`config.mk`:
```
export PLATFORM = sky130hd
export DESIGN_NAME = wb_stage_flat
export DESIGN_NICKNAME = d
export VERILOG_FILES = /design/src/rtl/wb_pkg.sv /design/src/rtl/wb_if.sv /design/src/rtl/wb_load_ext.sv /design/src/rtl/wb_stage.sv /design/src/flat_wrapper.sv
export SDC_FILE = /design/constraint.sdc
export NUM_CORES = 1
export LEC_CHECK = 0
export BUFFER_PORTS_ARGS = -buffer_cell sky130_fd_sc_hd__buf_2
export CAP_MARGIN = 20
export CORE_ASPECT_RATIO = 0.9
export CORE_MARGIN = 5
export CORE_UTILIZATION = 53
export DETAILED_ROUTE_END_ITERATION = 7
export PLACE_DENSITY = 0.92
export SYNTH_ARGS = -nofsm -noshare
export SYNTH_HDL_FRONTEND = slang
export SYNTH_SLANG_ARGS = --single-unit
```
`constraint.sdc`:
```
create_clock -name clk -period 5.65 [get_ports clk]
set_clock_uncertainty 0.05 [all_clocks]
set_input_delay 1.13 -clock clk [delete_from_list [all_inputs] [get_ports clk]]
set_output_delay 1.13 -clock clk [all_outputs]
set_load 0.02 [all_outputs]
```
`src/rtl/wb_pkg.sv`:
```
// Shared definitions for the MEM/WB writeback stage: writeback source
// encodings, load funct3 codes and the stage state enum.
package wb_pkg;

    // Writeback source select
    localparam logic [1:0] WB_ALU = 2'b00;
    localparam logic [1:0] WB_MEM = 2'b01;
    localparam logic [1:0] WB_PC4 = 2'b10;
    localparam logic [1:0] WB_CSR = 2'b11;

    // Load type (funct3)
    localparam logic [2:0] F3_LB  = 3'b000;
    localparam logic [2:0] F3_LH  = 3'b001;
    localparam logic [2:0] F3_LW  = 3'b010;
    localparam logic [2:0] F3_LD  = 3'b011;
    localparam logic [2:0] F3_LBU = 3'b100;
    localparam logic [2:0] F3_LHU = 3'b101;
    localparam logic [2:0] F3_LWU = 3'b110;

    // IDLE doubles as the RUN state: both accept one instruction per cycle
    typedef enum logic {
        IDLE = 1'b0,
        WAIT = 1'b1
    } wb_state_e;

    // An instruction is handled as a load whenever it writes back from MEM,
    // regardless of reg_write
    function automatic logic is_load(input logic [1:0] sel);
        return sel == WB_MEM;
    endfunction

endpackage

```
`src/rtl/wb_if.sv`:
```
// MEM -> WB instruction bundle.
// Handshake: a beat transfers on a rising clk edge where in_valid & in_ready
// are both high and flush is low. MEM holds its fields stable while in_valid
// is high and in_ready is low; in_ready does not depend on in_valid.
// mem_rvalid/mem_rdata deliver load data in the accept cycle or any later one.
interface wb_if #(
    parameter int XLEN  = 64,
    parameter int PC_W  = 32,
    parameter int OFF_W = $clog2(XLEN/8)
);
    logic             in_valid;
    logic             in_ready;
    logic             flush;
    logic [1:0]       wb_sel;
    logic [2:0]       funct3;
    logic             reg_write;
    logic [4:0]       rd;
    logic [XLEN-1:0]  alu_result;
    logic [XLEN-1:0]  csr_rdata;
    logic [PC_W-1:0]  pc;
    logic [OFF_W-1:0] addr_lo;
    logic             mem_rvalid;
    logic [XLEN-1:0]  mem_rdata;

    modport master (
        output in_valid, flush, wb_sel, funct3, reg_write, rd,
               alu_result, csr_rdata, pc, addr_lo, mem_rvalid, mem_rdata,
        input  in_ready
    );

    modport slave (
        input  in_valid, flush, wb_sel, funct3, reg_write, rd,
               alu_result, csr_rdata, pc, addr_lo, mem_rvalid, mem_rdata,
        output in_ready
    );
endinterface

```
`src/rtl/wb_load_ext.sv`:
```
// Load data aligner: shifts the raw word down by the byte offset, then sign-
// or zero-extends per funct3. Flags misaligned offsets and illegal funct3.
module wb_load_ext
    import wb_pkg::*;
#(
    parameter int  XLEN  = 64,
    localparam int OFF_W = $clog2(XLEN/8)
) (
    input  logic [XLEN-1:0]  mem_rdata,
    input  logic [OFF_W-1:0] addr_lo,
    input  logic [2:0]       funct3,
    output logic [XLEN-1:0]  ext_data,
    output logic             misaligned,
    output logic             illegal
);

    // Keep the low 'bits' bits of v, optionally replicating bit bits-1 above
    function automatic logic [XLEN-1:0] extend(input logic [XLEN-1:0] v,
                                               input int bits,
                                               input logic sgn);
        logic [XLEN-1:0] mask;
        logic [XLEN-1:0] res;
        mask = (bits >= XLEN) ? '1 : ((XLEN'(1) << bits) - XLEN'(1));
        res  = v & mask;
        if (sgn && v[bits-1]) begin
            res = res | ~mask;
        end
        return res;
    endfunction

    logic [XLEN-1:0] shifted;

    // Align and extend; doubleword and lwu only exist on a 64-bit datapath
    always_comb begin
        shifted    = mem_rdata >> {addr_lo, 3'b000};
        ext_data   = '0;
        misaligned = 1'b0;
        illegal    = 1'b0;
        case (funct3)
            F3_LB:  ext_data = extend(shifted, 8, 1'b1);
            F3_LBU: ext_data = extend(shifted, 8, 1'b0);
            F3_LH: begin
                ext_data   = extend(shifted, 16, 1'b1);
                misaligned = addr_lo[0];
            end
            F3_LHU: begin
                ext_data   = extend(shifted, 16, 1'b0);
                misaligned = addr_lo[0];
            end
            F3_LW: begin
                ext_data   = extend(shifted, 32, 1'b1);
                misaligned = (addr_lo[1:0] != 2'b00);
            end
            F3_LWU: begin
                if (XLEN == 32) begin
                    illegal = 1'b1;
                end else begin
                    ext_data   = extend(shifted, 32, 1'b0);
                    misaligned = (addr_lo[1:0] != 2'b00);
                end
            end
            F3_LD: begin
                if (XLEN == 32) begin
                    illegal = 1'b1;
                end else begin
                    ext_data   = shifted;
                    misaligned = (addr_lo != '0);
                end
            end
            default: illegal = 1'b1;
        endcase
    end

endmodule

```
`src/rtl/wb_stage.sv`:
```
// Registered MEM/WB writeback stage. Accepts one instruction per cycle,
// parks in WAIT while a load's data is outstanding, and drives the register
// file write port one cycle after the result is complete.
// Optional feature: define WB_INSTRET_EN to add a 64-bit retired-instruction
// counter output (instret).
module wb_stage
    import wb_pkg::*;
#(
    parameter int XLEN = 64,
    parameter int PC_W = 32
) (
    input  logic            clk,
    input  logic            rst_n,
    wb_if.slave             mem_if,
    output logic            rf_we,
    output logic [4:0]      rf_waddr,
    output logic [XLEN-1:0] rf_wdata,
    output logic            retire,
    output logic            load_err,
`ifdef WB_INSTRET_EN
    output logic [63:0]     instret,
`endif
    output wb_state_e       state_dbg
);

    localparam int OFF_W = $clog2(XLEN/8);

    wb_state_e        state_q, state_d;
    logic             reg_write_q, reg_write_d;
    logic [4:0]       rd_q, rd_d;
    logic [2:0]       funct3_q, funct3_d;
    logic [OFF_W-1:0] addr_lo_q, addr_lo_d;

    logic             rf_we_q, rf_we_d;
    logic [4:0]       rf_waddr_q, rf_waddr_d;
    logic [XLEN-1:0]  rf_wdata_q, rf_wdata_d;
    logic             retire_q, retire_d;
    logic             load_err_q, load_err_d;

    logic             in_ready;
    logic             accept;
    logic             in_is_load;
    logic [2:0]       ld_funct3;
    logic [OFF_W-1:0] ld_addr_lo;
    logic [XLEN-1:0]  ext_data;
    logic             misaligned;
    logic             illegal;
    logic [PC_W-1:0]  pc_plus4;

    logic             complete;
    logic             c_reg_write;
    logic [4:0]       c_rd;
    logic             c_is_load;
    logic [XLEN-1:0]  c_data;
    logic             c_err;

    assign in_ready        = (state_q == IDLE);
    assign mem_if.in_ready = in_ready;
    assign accept          = mem_if.in_valid & in_ready & ~mem_if.flush;
    assign in_is_load      = is_load(mem_if.wb_sel);
    assign pc_plus4        = mem_if.pc + PC_W'(4);

    // While waiting, the aligner works from the captured load fields
    always_comb begin
        ld_funct3  = (state_q == WAIT) ? funct3_q  : mem_if.funct3;
        ld_addr_lo = (state_q == WAIT) ? addr_lo_q : mem_if.addr_lo;
    end

    wb_load_ext #(
        .XLEN (XLEN)
    ) u_load_ext (
        .mem_rdata  (mem_if.mem_rdata),
        .addr_lo    (ld_addr_lo),
        .funct3     (ld_funct3),
        .ext_data   (ext_data),
        .misaligned (misaligned),
        .illegal    (illegal)
    );

    // Next state, field capture and result formation
    always_comb begin
        state_d     = state_q;
        reg_write_d = reg_write_q;
        rd_d        = rd_q;
        funct3_d    = funct3_q;
        addr_lo_d   = addr_lo_q;
        complete    = 1'b0;
        c_reg_write = 1'b0;
        c_rd        = '0;
        c_is_load   = 1'b0;
        c_data      = '0;
        c_err       = 1'b0;
        rf_we_d     = 1'b0;
        retire_d    = 1'b0;
        load_err_d  = 1'b0;
        rf_waddr_d  = rf_waddr_q;
        rf_wdata_d  = rf_wdata_q;

        case (state_q)
            IDLE: begin
                if (accept) begin
                    if (!in_is_load || mem_if.mem_rvalid) begin
                        complete    = 1'b1;
                        c_reg_write = mem_if.reg_write;
                        c_rd        = mem_if.rd;
                        c_is_load   = in_is_load;
                        case (mem_if.wb_sel)
                            WB_ALU:  c_data = mem_if.alu_result;
                            WB_MEM:  c_data = ext_data;
                            WB_PC4:  c_data = XLEN'(pc_plus4);
                            default: c_data = mem_if.csr_rdata;
                        endcase
                    end else begin
                        state_d     = WAIT;
                        reg_write_d = mem_if.reg_write;
                        rd_d        = mem_if.rd;
                        funct3_d    = mem_if.funct3;
                        addr_lo_d   = mem_if.addr_lo;
                    end
                end
            end
            WAIT: begin
                // A kill wins over data arriving in the same cycle
                if (mem_if.flush) begin
                    state_d = IDLE;
                end else if (mem_if.mem_rvalid) begin
                    state_d     = IDLE;
                    complete    = 1'b1;
                    c_reg_write = reg_write_q;
                    c_rd        = rd_q;
                    c_is_load   = 1'b1;
                    c_data      = ext_data;
                end
            end
            default: state_d = IDLE;
        endcase

        if (complete) begin
            c_err      = c_is_load & (misaligned | illegal);
            retire_d   = 1'b1;
            load_err_d = c_err;
            rf_we_d    = c_reg_write & (c_rd != 5'd0) & ~c_err;
            if (!c_err) begin
                rf_waddr_d = c_rd;
                rf_wdata_d = c_data;
            end
        end
    end

    // State, captured load fields and registered write port
    always_ff @(posedge clk or negedge rst_n) begin
        if (!rst_n) begin
            state_q     <= IDLE;
            reg_write_q <= 1'b0;
            rd_q        <= '0;
            funct3_q    <= '0;
            addr_lo_q   <= '0;
            rf_we_q     <= 1'b0;
            rf_waddr_q  <= '0;
            rf_wdata_q  <= '0;
            retire_q    <= 1'b0;
            load_err_q  <= 1'b0;
        end else begin
            state_q     <= state_d;
            reg_write_q <= reg_write_d;
            rd_q        <= rd_d;
            funct3_q    <= funct3_d;
            addr_lo_q   <= addr_lo_d;
            rf_we_q     <= rf_we_d;
            rf_waddr_q  <= rf_waddr_d;
            rf_wdata_q  <= rf_wdata_d;
            retire_q    <= retire_d;
            load_err_q  <= load_err_d;
        end
    end

    assign rf_we     = rf_we_q;
    assign rf_waddr  = rf_waddr_q;
    assign rf_wdata  = rf_wdata_q;
    assign retire    = retire_q;
    assign load_err  = load_err_q;
    assign state_dbg = state_q;

`ifdef WB_INSTRET_EN
    logic [63:0] instret_q, instret_d;

    // Counter advances on the same edge that launches each retire pulse
    always_comb begin
        instret_d = instret_q + 64'(retire_d);
    end

    // Retired-instruction counter register, wraps naturally at 2^64
    always_ff @(posedge clk or negedge rst_n) begin
        if (!rst_n) begin
            instret_q <= '0;
        end else begin
            instret_q <= instret_d;
        end
    end

    assign instret = instret_q;
`endif

endmodule

```
`src/flat_wrapper.sv`:
```
// flat-port wrapper written by rule: the top's interface ports become plain ports
module wb_stage_flat import wb_pkg::*;
#(
    parameter int XLEN = 64,
    parameter int PC_W = 32
)
  (clk, rst_n, rf_we, rf_waddr, rf_wdata, retire, load_err, state_dbg, mem_if_in_valid, mem_if_flush, mem_if_wb_sel, mem_if_funct3, mem_if_reg_write, mem_if_rd, mem_if_alu_result, mem_if_csr_rdata, mem_if_pc, mem_if_addr_lo, mem_if_mem_rvalid, mem_if_mem_rdata, mem_if_in_ready);
  wb_if #(.XLEN(XLEN), .PC_W(PC_W)) mem_if_i ();
  input  logic clk;
  input  logic rst_n;
  output logic rf_we;
  output logic [4:0] rf_waddr;
  output logic [XLEN-1:0] rf_wdata;
  output logic retire;
  output logic load_err;
  output wb_state_e state_dbg;
  input wire logic [$bits(mem_if_i.in_valid)-1:0] mem_if_in_valid;
  input wire logic [$bits(mem_if_i.flush)-1:0] mem_if_flush;
  input wire logic [$bits(mem_if_i.wb_sel)-1:0] mem_if_wb_sel;
  input wire logic [$bits(mem_if_i.funct3)-1:0] mem_if_funct3;
  input wire logic [$bits(mem_if_i.reg_write)-1:0] mem_if_reg_write;
  input wire logic [$bits(mem_if_i.rd)-1:0] mem_if_rd;
  input wire logic [$bits(mem_if_i.alu_result)-1:0] mem_if_alu_result;
  input wire logic [$bits(mem_if_i.csr_rdata)-1:0] mem_if_csr_rdata;
  input wire logic [$bits(mem_if_i.pc)-1:0] mem_if_pc;
  input wire logic [$bits(mem_if_i.addr_lo)-1:0] mem_if_addr_lo;
  input wire logic [$bits(mem_if_i.mem_rvalid)-1:0] mem_if_mem_rvalid;
  input wire logic [$bits(mem_if_i.mem_rdata)-1:0] mem_if_mem_rdata;
  output wire logic [$bits(mem_if_i.in_ready)-1:0] mem_if_in_ready;
  assign mem_if_i.in_valid = mem_if_in_valid;
  assign mem_if_i.flush = mem_if_flush;
  assign mem_if_i.wb_sel = mem_if_wb_sel;
  assign mem_if_i.funct3 = mem_if_funct3;
  assign mem_if_i.reg_write = mem_if_reg_write;
  assign mem_if_i.rd = mem_if_rd;
  assign mem_if_i.alu_result = mem_if_alu_result;
  assign mem_if_i.csr_rdata = mem_if_csr_rdata;
  assign mem_if_i.pc = mem_if_pc;
  assign mem_if_i.addr_lo = mem_if_addr_lo;
  assign mem_if_i.mem_rvalid = mem_if_mem_rvalid;
  assign mem_if_i.mem_rdata = mem_if_mem_rdata;
  assign mem_if_in_ready = mem_if_i.in_ready;
  wb_stage #(.XLEN(XLEN), .PC_W(PC_W)) u_core (.clk(clk), .rst_n(rst_n), .mem_if(mem_if_i), .rf_we(rf_we), .rf_waddr(rf_waddr), .rf_wdata(rf_wdata), .retire(retire), .load_err(load_err), .state_dbg(state_dbg));
endmodule
```
==> impl_metrics.py, run 1 <==
metrics = {
    "status": {
        "status": "finished clean",
    },
    "critical_path": {
        "crit_family": "compound AO/OA/AOI/OAI gates",
        "cp.arrival_ps": 4610,
        "r2r_slack_ps": 1470,
        "slowest_delay_ps": 780,
        "reg2reg_to": "u_core.rf_wdata[36]",
        "critPathCaptureType": "register",
        "path_buf_inv": 1,
        "startpoint_type": "primary input",
        "critical_path_required_ps": 5880,
        "crit_type": "in2reg",
        "r2r_start": "u_core.state_dbg",
        "startpoint": "mem_if_wb_sel[1]",
        "crit_chain": "buf_2 > nand3b_1 > a21boi_0 > o21a_1 > a21oi_2 > nand2_1 > a21oi_1 > a221o_1",
        "cp_slowest_cell": "nand2_1",
        "worstRegToRegCells": 7,
        "worst-path-max-fanout": 43,
    },
    "timing": {
        "maxSlewHeadroom_pct": 26.6,
        "worstMarginPinSlew_ps": 1100,
        "fin_crit_ps": 4370,
        "drv_slew": 0,
        "setup-tns-final_ps": 0,
        "fmax_mhz": 229,
        "rsz0062_at_grt": "false",
        "layout_setup_ws_ps": 1280,
        "setup-violations-final": 0,
        "period_share_pct": 77.4,
        "hold_viol": 0,
    },
    "clock_network": {
        "cts_root_buffer": "clkbuf_16",
        "clk_pin_slew_ps": 70,
        "insertion_delay_ps": 340,
        "cts_setup_buffers": 0,
        "cts_buffers": 9,
        "cts_tree": "yes",
        "cts_resized": 0,
        "cts.sinks": 85,
        "h-tree-depth": 3,
        "hold_buffers": 0,
        "cts_buffer_depth": 2,
    },
    "floorplanning": {
        "ios": 317,
        "die-area_mm2": 0.0166,
        "rows": 41,
        "die_w_um": 135,
        "fp.dieH_um": 123,
        "initial_core_util_pct": 53.8,
        "core_mm2": 0.0140,
    },
    "drt": {
        "vias_per_cell": 6.41,
        "final_antenna_net_count": 0,
        "drt_pass1_iterations": 6,
        "drtIter0Drc": 1391,
        "drcViolationCount": 0,
        "avgRoutedWirePerCell_um": 21.6,
        "vias": 9054,
        "routed_wl_um": 30500,
    },
    "synth": {
        "ys_warn_count": 0,
        "postSynthAreaPerCell_um2": 7.85,
        "synth.cell_area_mm2": 0.00750,
        "async_flop_share_pct": 100,
        "synth_cells": 955,
        "synth_top_area_cell": "dfrtp_1",
        "synth_top_flop_cell": "dfrtp_1",
        "yosysMostFrequentCell": "nand2_1",
        "synth_edf_count": 0,
        "synthTopCellsByArea": "dfrtp_1 28%, nand2_1 7.2%, a21oi_1 6.6%",
        "synth_cell_types": 69,
        "ys_seq_area_share_pct": 28.4,
        "ys_seq_elements": 85,
        "synth_nets": 1199,
        "post-synth-top-area-fraction_pct": 28.4,
        "synthTopCellsByCount": "144 x nand2_1, 99 x a21oi_1, 85 x dfrtp_1",
    },
    "place": {
        "pre_cts_slack_ps": 1090,
        "gp_congestion": 0.988,
        "numPortBuffers": 316,
        "dpl_cell_area_mm2": 0.00906,
        "hpwl_um": 23500,
    },
    "grt": {
        "grt_overflow": 0,
        "grt_pass1_wl_um": 46300,
        "grt_max_degree": 86,
        "grt.total_usage_pct": 35.4,
        "grt_pass1_vias": 8500,
        "antenna_found_initial": 4,
    },
    "pwr": {
        "power_leakage_nw": 4.35,
        "pwr-share-seq_pct": 36.2,
        "design_power_total_mw": 2.15,
        "clkPwrFrac_pct": 26.9,
        "internal-power_mw": 1.32,
        "switchingPower_mw": 0.825,
        "power_frac_comb_pct": 37.0,
        "p_per_area_mw_per_mm2": 229,
        "netSwitchingFraction_pct": 38.4,
        "peakVddDrop_uv": 174,
    },
    "hold_path": {
        "whs_endpoint": "u_core.rf_wdata[26]",
        "whs_path_depth": 2,
        "holdCritStartpoint": "u_core.rf_wdata[26]",
        "hold_path.class": "reg2reg",
    },
    "final_layout": {
        "fin_nets": 1456,
        "drive_above_1_share_pct": 32.5,
        "fin_area_mm2": 0.00938,
        "syn_to_final_growth_pct": 25.1,
    },
    "job": {
        "drv_cap": 0,
    },
}
## state kept, by name, summed over array words and instances (netlist names)
register	count
u_core.rf_wdata	64
u_core.load_err	1
u_core.rf_we	1
u_core.reg_write_q	1
u_core.rd_q	5
u_core.addr_lo_q	3
u_core.retire	1
u_core.rf_waddr	5
u_core.funct3_q	3
u_core.state_dbg	1
## routing by layer
metal	track usage, %	up-vias	part of all wire, %
met5	0	-	0.066
met4	13.5	2	4.2
met3	8.11	120	12
met2	57.5	598	47
met1	46.3	4232	38
li1	-	4102	-
## how the worst max path moves through the flow
stage	to	slack (ps)	cells after the start
floorplan	u_core.rf_wdata[48]	2520	8
global placement	u_core.rf_wdata[60]	1270	8
detailed placement	u_core.rf_wdata[36]	1090	8
CTS	u_core.rf_wdata[36]	1360	8
global route	u_core.rf_wdata[37]	940	8
finish	u_core.rf_wdata[36]	1280	8
## through the flow
stage | cells | utilization, % | hold WS (ps)
detailed placement | 1393 | 64.9 | 413
CTS | 1409 | 67.0 | 431
floorplan | 955 | - | 447
finish | 1413 | 67.2 | 432
global route | 1413 | 67.2 | 457
global placement | 1393 | 64.9 | 399
## cells by family (layout without fill, tap and decap cells)
family,Yosys count,count (layout),synth area share [%]
flops,85,85,28.4
fa+ha+maj,1,1,0.167
buf+inv,92,354,5.55
other cells,0,3,0
xor+xnor,26,26,3.04
simple gates,331,331,20.0
compound gates,351,351,31.5
mux,69,69,11.4
## final cells by class
type | instances | area (um^2)
well taps | 193 | 241
clock buffers | 10 | 239
inverters | 13 | 48.8
multi-input cells | 778 | 5000
clock inverters | 6 | 46.3
flip-flops and latches | 85 | 2130
repair buffers | 325 | 1670
fillers | 1240 | 4570
diodes | 3 | 7.51
## power groups by stage
stage	clock network, mW	logic [mW]	registers (mW)
6_report	0.577	0.794	0.776
2_1_floorplan	0	0.362	0.869
3_3_place_gp	0	0.763	0.779
3_5_place_dp	0	0.778	0.783
5_1_grt	0.601	0.852	0.786
4_1_cts	0.576	0.782	0.773
## layout by cell type (no fill, tap or decap), types with 7 or more instances in the layout
cell type and n:
mux4_2 8, nand2_1 144, xor2_1 10, or3_1 8
mux2i_1 36, a31oi_1 12, a221o_1 20, buf_2 315
dfrtp_1 85, nor2_1 75, clkbuf_16 9, a21oi_1 98
o22ai_1 17, o21ai_0 55, inv_1 13, a311oi_1 7
a211oi_1 14, xnor2_1 16, o221ai_1 9, a22o_1 16
nand4_1 7, mux2_2 16, buf_4 9, o21ai_2 10
nand3_1 32, and3_1 16, o21a_1 8, o2bb2ai_1 7
nor3_1 12, a22oi_1 44
## worst register-to-register path, stage by stage, from the launching register on
cell and delay [ps]:
dfrtp_1 1000, mux2i_2 550, a211oi_1 100, o21a_1 370, a21oi_2 740, nand2_1 780
a21oi_1 380, a221o_1 150
No activity file was read; power rests on OpenSTA's default activity.
==> run 2, diff against run 1 <==
Settings changed: CORE_UTILIZATION 53 to 45, PLACE_DENSITY 0.92 to 0.84.
Clock period 5.65 ns to 4 ns, I/O delays scaled along.
==> impl_metrics.py, run 2 (synthesized netlist as in run 1, its figures left out) <==
metrics = {
    "status": {
        "status": "finished clean",
    },
    "job": {
        "drv_cap": 0,
    },
    "hold_path": {
        "hold_path.class": "in2async",
    },
    "critical_path": {
        "cp.arrival_ps": 3550,
        "critPathCaptureType": "register",
        "startpoint_type": "register",
        "critical_path_required_ps": 4240,
        "crit_type": "reg2reg",
        "worst-path-max-fanout": 17,
    },
    "final_layout": {
        "drive_above_1_share_pct": 33.2,
        "largest_reg_flops": 64,
        "final_common_cell": "buf_2",
        "syn_to_final_growth_pct": 26.5,
        "fin_nets": 1470,
        "fin_util_pct": 58.4,
        "final_cell_mix": "315 x buf_2, 144 x nand2_1, 99 x a21oi_1, 85 x dfrtp_1, 75 x nor2_1",
    },
    "place": {
        "pre_cts_slack_ps": 691,
        "gp_congestion": 1.02,
        "hpwl_um": 25000,
        "numPortBuffers": 316,
    },
    "timing": {
        "maxSlewHeadroom_pct": 38.3,
        "hold_viol": 0,
        "setup-tns-final_ps": 0,
        "layout_setup_ws_ps": 690,
        "period_share_pct": 82.8,
        "fmax_mhz": 302,
        "drv_slew": 0,
        "worstMarginPinSlew_ps": 926,
        "rsz0062_at_grt": "false",
        "fin_crit_ps": 3310,
        "setup-violations-final": 0,
    },
    "clock_network": {
        "clk_pin_slew_ps": 60,
        "cts.sinks": 85,
        "hold_buffers": 0,
        "insertion_delay_ps": 350,
        "cts_resized": 0,
        "cts_buffers": 9,
        "h-tree-depth": 3,
        "cts_root_buffer": "clkbuf_16",
        "cts_setup_buffers": 0,
        "cts_tree": "yes",
        "cts_buffer_depth": 2,
    },
    "floorplanning": {
        "core_mm2": 0.0162,
        "fp.dieH_um": 132,
        "initial_core_util_pct": 46.2,
        "die-area_mm2": 0.0194,
        "rows": 44,
        "die_w_um": 146,
        "ios": 317,
    },
    "drt": {
        "drcViolationCount": 0,
        "final_antenna_net_count": 0,
        "vias_per_cell": 6.31,
        "avgRoutedWirePerCell_um": 22.3,
        "vias": 9074,
        "drtIter0Drc": 1029,
        "drt_pass1_iterations": 6,
        "routed_wl_um": 32200,
    },
    "pwr": {
        "peakVddDrop_uv": 240,
        "p_per_area_mw_per_mm2": 322,
        "power_leakage_nw": 4.42,
    },
    "grt": {
        "grt.total_usage_pct": 32.0,
        "grt_pass1_wl_um": 49800,
        "antenna_found_initial": 2,
        "grt_pass1_vias": 8736,
        "grt_overflow": 0,
        "grt_max_degree": 52,
    },
}
-- run 2: per-layer routing --
metal	track usage (%)	share of wire (%)
met2	51.5	46
met1	41.5	39
met5	0	0.081
met4	9.72	3.2
met3	9.99	11
-- run 2: per-stage QoR --
stage / hold slack [ps] / instance area [um^2] / power [mW] / cells
2_1_floorplan: 447 / 7500 / 1.74 / 955
3_3_place_gp: 405 / 9200 / 2.20 / 1422
3_5_place_dp: 410 / 9200 / 2.22 / 1422
4_1_cts: 406 / 9480 / 3.05 / 1438
5_1_grt: 433 / 9480 / 3.21 / 1438
6_report: 393 / 9490 / 3.06 / 1439
-- run 2: worst max-delay path, stage by stage, from the launching register on --
cell	delay, ps
dfrtp_1	720
buf_4	310
or3b_1	400
a211oi_4	800
nand2_4	250
nor2_4	260
nand2_1	100
a21oi_1	180
a221o_1	150
-- run 2: final timing paths --
path	start	to	slack [ps]	depth (start not counted)
worst max-delay path	u_core.state_dbg	u_core.rf_wdata[61]	690	8
worst min-delay path	rst_n	u_core.funct3_q[0]	390	1
worst max register to register	u_core.state_dbg	u_core.rf_wdata[61]	690	8
worst min register to register	u_core.rf_wdata[15]	u_core.rf_wdata[15]	430	2
max in group asynchronous	rst_n	u_core.rf_wdata[40]	2730	2
min in group clk	u_core.rf_wdata[15]	u_core.rf_wdata[15]	430	2
-- run 2: final cells by class --
cell class	instances	area, um^2
well taps	207	259
repair buffers	339	1770
inverters	13	48.8
clock buffers	9	225
multi-input cells	778	5000
fillers	1500	6760
flip-flops and latches	85	2130
diodes	1	2.50
clock inverters	7	57.6
-- run 2: report_power, final --
group / leakage, nW / internal (mW) / total, mW / switching (mW)
combinational: 3.19 / 0.435 / 1.13 / 0.695
clock: 0.134 / 0.429 / 0.826 / 0.397
sequential: 1.09 / 0.997 / 1.10 / 0.105
